**config.mk**
```make
export PLATFORM = sky130hd
export DESIGN_NAME = two_s_complement
export DESIGN_NICKNAME = d
export VERILOG_FILES = /design/src/rtl/two_s_complement.sv
export SDC_FILE = /design/constraint.sdc
export NUM_CORES = 1
export LEC_CHECK = 0
export BUFFER_PORTS_ARGS = -buffer_cell sky130_fd_sc_hd__buf_4
export CAP_MARGIN = 10
export CELL_PAD_IN_SITES_DETAIL_PLACEMENT = 1
export CELL_PAD_IN_SITES_GLOBAL_PLACEMENT = 1
export CORE_AREA = 2 2 40 42
export DETAILED_ROUTE_END_ITERATION = 7
export DIE_AREA = 0 0 42 44
export PLACE_DENSITY_LB_ADDON = 0.1
export SLEW_MARGIN = 20
export SYNTH_ARGS = -nofsm -noshare
export SYNTH_HDL_FRONTEND = slang
export SYNTH_SLANG_ARGS = --single-unit
```
**constraint.sdc**
```tcl
create_clock -name clk -period 1.3 [get_ports clk]
set_input_delay 0.195 -clock clk [delete_from_list [all_inputs] [get_ports clk]]
set_output_delay 0.195 -clock clk [all_outputs]
set_load 0.005 [all_outputs]
```
**src/rtl/two_s_complement.sv**
```systemverilog
// Registered streaming two's-complement negation with zero/overflow flags on a valid/ready path.
// Define TWO_S_COMPLEMENT_SAT_EN to saturate the most negative operand instead of wrapping.
module two_s_complement #(
   parameter int WIDTH = 4
) (
   input  logic             clk,
   input  logic             rst_n,
   input  logic             in_valid,
   output logic             in_ready,
   input  logic [WIDTH-1:0] in_data,
   output logic             out_valid,
   input  logic             out_ready,
   output logic [WIDTH-1:0] out_data,
   output logic             out_zero,
   output logic             out_ovf
);

   // state | meaning
   // EMPTY | no result held, out_valid=0
   // FULL  | result slot holds a word, out_valid=1
   localparam logic EMPTY = 1'b0;
   localparam logic FULL  = 1'b1;

   localparam logic [WIDTH-1:0] MOST_NEG = {1'b1, {(WIDTH-1){1'b0}}};
   localparam logic [WIDTH-1:0] MOST_POS = {1'b0, {(WIDTH-1){1'b1}}};

   logic             state;
   logic             accept;
   logic             ovf_now;
   logic [WIDTH-1:0] inv;
   logic [WIDTH-1:0] neg;
   logic [WIDTH-1:0] carry;
   logic [WIDTH-1:0] result;
   logic [WIDTH-1:0] data_q;
   logic             zero_q;
   logic             ovf_q;

   // Increment of the inverted operand; carry out of the MSB is never formed.
   assign inv      = ~in_data;
   assign carry[0] = 1'b1;

   for (genvar i = 0; i < WIDTH; i++) begin : g_chain
      assign neg[i] = inv[i] ^ carry[i];
      if (i < WIDTH - 1) begin : g_carry
         assign carry[i+1] = inv[i] & carry[i];
      end
   end

   assign ovf_now = (in_data == MOST_NEG);

`ifdef TWO_S_COMPLEMENT_SAT_EN
   assign result = ovf_now ? MOST_POS : neg;
`else
   assign result = neg;
`endif

   assign out_valid = (state == FULL);
   assign in_ready  = (state == EMPTY) || out_ready;
   assign accept    = in_valid && in_ready;

   // The slot only loads on accept, so in_data is never sampled while in_valid=0.
   always_ff @(posedge clk) begin
      if (!rst_n) begin
         state  <= EMPTY;
         data_q <= '0;
         zero_q <= 1'b0;
         ovf_q  <= 1'b0;
      end else begin
         if (accept) begin
            state  <= FULL;
            data_q <= result;
            zero_q <= (result == '0);
            ovf_q  <= ovf_now;
         end else if (out_ready) begin
            state  <= EMPTY;
         end
      end
   end

   assign out_data = data_q;
   assign out_zero = zero_q;
   assign out_ovf  = ovf_q;

endmodule

```
Word level (Yosys, flattened, before mapping)
Cells that the tools add are included.

storage, ports and cells
  register bits after elaboration = 7
  input port bits = 8
  logic and storage cells = 19

cells by class
  equality and inequality tests = 1
  multiplexer cells = 2
  bitwise gates (word level) = 8
  reductions and logical operators = 4

operators by type and width
  cell                                        count
  4-bit equality test, second input constant  1
  4-bit logical NOT                           1
  4-bit inverter                              1
  1-bit XOR                                   3
  1-bit AND                                   2
  1-bit 2-to-1 mux                            2
  1-bit inverter                              2
  2-bit nonzero test                          1
  1-bit logical AND                           1
  1-bit logical OR                            1

Logic depth before layout (Yosys ltp)
  depth after elaboration = 5
  mapped depth = 6
  gate-level depth less buffers = 6

Worst setup path after synthesis
No wires, ideal clock.

  path type = in2reg
  from = input port in_data[0]
  to = register zero_q, in the netlist out_zero
  arrival = 1.208 ns
  data required time = 1.241 ns
  path slack = 0.033 ns
  stages on the path = 6
  path through = inv_1 ha_1 ha_1 nand3b_1 nor4_1 a31o_1

RTL lines
  what                  RTL line  text
  from (decl)           10        input logic [WIDTH-1:0] in_data,
  4-bit inverter        39        assign inv = ~in_data;
  1-bit AND             45        assign carry[i+1] = inv[i] & carry[i];
  1-bit XOR             43        assign neg[i] = inv[i] ^ carry[i];
  named net neg[2]      31        logic [WIDTH-1:0] neg;
  4-bit logical NOT     72        zero_q <= (result == '0);
  to (signal assigned)  72
  to (decl)             35        logic zero_q;

The timed path passes the listed nets, and every way through them passes these cells.
A chain may end at the register's enable or synchronous reset.

Worst setup path after layout
  from = register state, in the netlist out_valid
  to = register ovf_q, in the netlist out_ovf

on the way
  cells in the longest elaborated chain, start to end = 3

ends and longest elaborated chain
  what                    RTL line  text
  from (decl)             27        logic state;
  from (signal assigned)  64        state <= EMPTY;
  from (signal assigned)  70        state <= FULL;
  from (signal assigned)  75        state <= EMPTY;
  1-bit inverter          58        assign in_ready = (state == EMPTY) || out_ready;
  1-bit logical OR        58
  1-bit logical AND       59        assign accept = in_valid && in_ready;
  to (signal assigned)    73        ovf_q <= ovf_now;
  to (decl)               36        logic ovf_q;

No other way between the ends.

==> out/results.ini <==
[global_routing]
grt_max_degree=9
overflow=0
grt_pass1_vias=362
track_usage=0.119
grt_pass1_wl_um=1550
antenna_found_initial=0

[detailed_routing]
vias_per_cell=4.69
drt_iter0_drc=4
drcViolationCount=0
num_vias=361
ant_nets=0
wl_um=917
firstDrtPassIters=2
wl_per_cell_um=11.9

[cells_and_area]
final_cell_mix=buf_4 (20), dfxtp_1 (7), o21ai_0 (5)
layout_commonest_cell=buf_4
fillers=181
antennaDiodeCount=0
stdcell_count=77
area_delta_synth_final_pct=60.6
drive_gt1_frac=0.459
fin_nets=72

[synthesis]
ys_ff_latch=7
yosys_warnings=0
yosys.area.top_type_share=0.409
synthDistinctLibCells=16
synth_nets=47
syn_area_per_cell_sq_um=9.27
synth.top_cells.by_area=dfxtp_1 (41%), ha_1 (7.3%), o21ai_0 (7.3%)
synth_area_sq_um=343
synthCells=37
ys_seq_area_frac=0.409
yosys.area.top_type=dfxtp_1

[clocking]
clockBufferDepth=2
cts_tree=done
cts.sinks=7
cts_buffers=3
cts_root_buffer=clkbuf_4
htree_levels=1
cts_hold_buf=0
path_clk_slew_ns=0.06
clkLatencyLatePin_ns=0.25

[critical_path]
cp_max_fo=5
end_kind=flop
cp_cell_sequence=nor2b_4 > buf_4 > or4_4 > a21boi_1
critPathLaunchType=flop
cp-startpoint=out_valid
path_class=reg2reg
crit_required_ns=1.49
arrival_ns=1.41
r2r-start=out_valid
critPathMaxStageDelay_ns=0.46
cpMaxStageDelayCell=or4_4

[power_and_ir_drop]
ir_drop_v=0.000358
swShare=0.259
share_comb_of_total_power=0.197
clockPowerShare=0.380
internal-power_uw=405
pwr-share-seq=0.423
p_switching_uw=142
power_leakage_nw=0.256
powerDensity_mw_per_mm2=993

[timing]
fin_crit_sh=0.941
setup_violations=0
rsz0062_at_grt=no
fmax_mhz=818
hold_viol_final=0
period_needed_ns=1.22
drv_slew=0
hold_ws_ns=0.221
worst_slew_pin_slew_ns=0.224
relSlewSlack=0.849
skew_ns=0.00386

[die]
chipHeight_um=44
die_w_um=42
io_pins=16
rows=14
dieArea_sq_mm=0.00185
start_util=0.242
core_area_sq_mm=0.00142

[placed_design]
port_buffers=15
gp_congestion=0.778
placedCellCount=70

[worst_hold_path]
hold_path.class=in2reg
worstHoldStart=in_data[2]

[outcome]
status=complete, no violations

[flow_run]
cap_violations=0

-- stage by stage --
| stage | power (mW) | utilization | worst slack [ns] | area [sq um] | TNS (ns) |
|---|---|---|---|---|---|
| finish | 0.547 | 0.388 | 0.0768 | 551 | 0 |
| global route | 0.588 | 0.388 | 0.00104 | 551 | 0 |
| CTS | 0.550 | 0.369 | 0.0148 | 524 | 0 |
| detailed placement | 0.336 | 0.346 | -0.0499 | 490 | -0.0835 |
| global placement | 0.331 | 0.346 | 0.00172 | 490 | 0 |
| floorplan | 0.275 | - | 0.0333 | 343 | 0 |
-- worst max-delay path: cells and delay by family (launching register included) --
| family | cells | cell delay (ns) |
|---|---|---|
| and+or+nand+nor | 2 | 0.60 |
| buffers and inverters | 1 | 0.13 |
| AOI/OAI and AO/OA | 1 | 0.12 |
| DFF | 1 | 0.31 |
-- sequential cells by signal (all words and copies together) (netlist names) --
signal	cells
out_data	4
out_zero	1
out_ovf	1
out_valid	1
-- synthesized netlist by cell type --
master and count:
xnor2_1 1, dfxtp_1 7, inv_2 2, a31o_1 1, inv_1 3, ha_1 2
nand2_1 1, nand3b_1 1, or4_1 1, nand3_1 4, nor4_1 1, a21boi_1 3
a21boi_0 3, o21ai_0 5, nand2_8 1, nor2b_1 1
-- power by group through the flow --
stage	registers (mW)	logic, mW	clock network (mW)
CTS	0.231	0.103	0.216
global placement	0.235	0.0959	0
detailed placement	0.236	0.100	0
finish	0.231	0.108	0.208
floorplan	0.237	0.0387	0
global route	0.232	0.119	0.237
-- logic make-up (layout without fill, tap and decap cells) --
logic type,after synthesis,after routing,synth area share
flops,7,7,0.409
buf+inv,5,29,0.0548
xor+xnor,1,1,0.0256
simple gates,10,10,0.208
fa+ha+maj,2,2,0.0730
compound gates,12,12,0.230
-- timing repair --
item	in CTS	in global routing
setup buffers	0	3
pin swaps	0	1
endpoints found under the setup margin	1	1
gates cloned	0	0
gates resized for setup	2	1
-- area by class of cell --
class	count	area, sq um	share of cell area
clock buffers	4	26.3	0.0477
multi-input cells	25	195	0.355
repair buffers	20	150	0.273
well taps	16	20.0	0.0364
inverters	5	18.8	0.0341
flip-flops and latches	7	140	0.255
-- final timing paths --
check,to,slack (ns),cells after the start
worst max register to register,out_ovf,0.08,4
worst min register to register,out_ovf,0.48,2
worst max-delay path,out_ovf,0.08,4
worst min-delay path,out_ovf,0.22,3
-- layer usage --
metal,vias to the layer above,share of wire,GRT usage
met2,11,0.53,0.194
li1,179,-,-
met4,0,0,0.0581
met3,0,0.065,0.0625
met5,-,0,0
met1,171,0.40,0.128
Power figures use the tool's default switching activity.
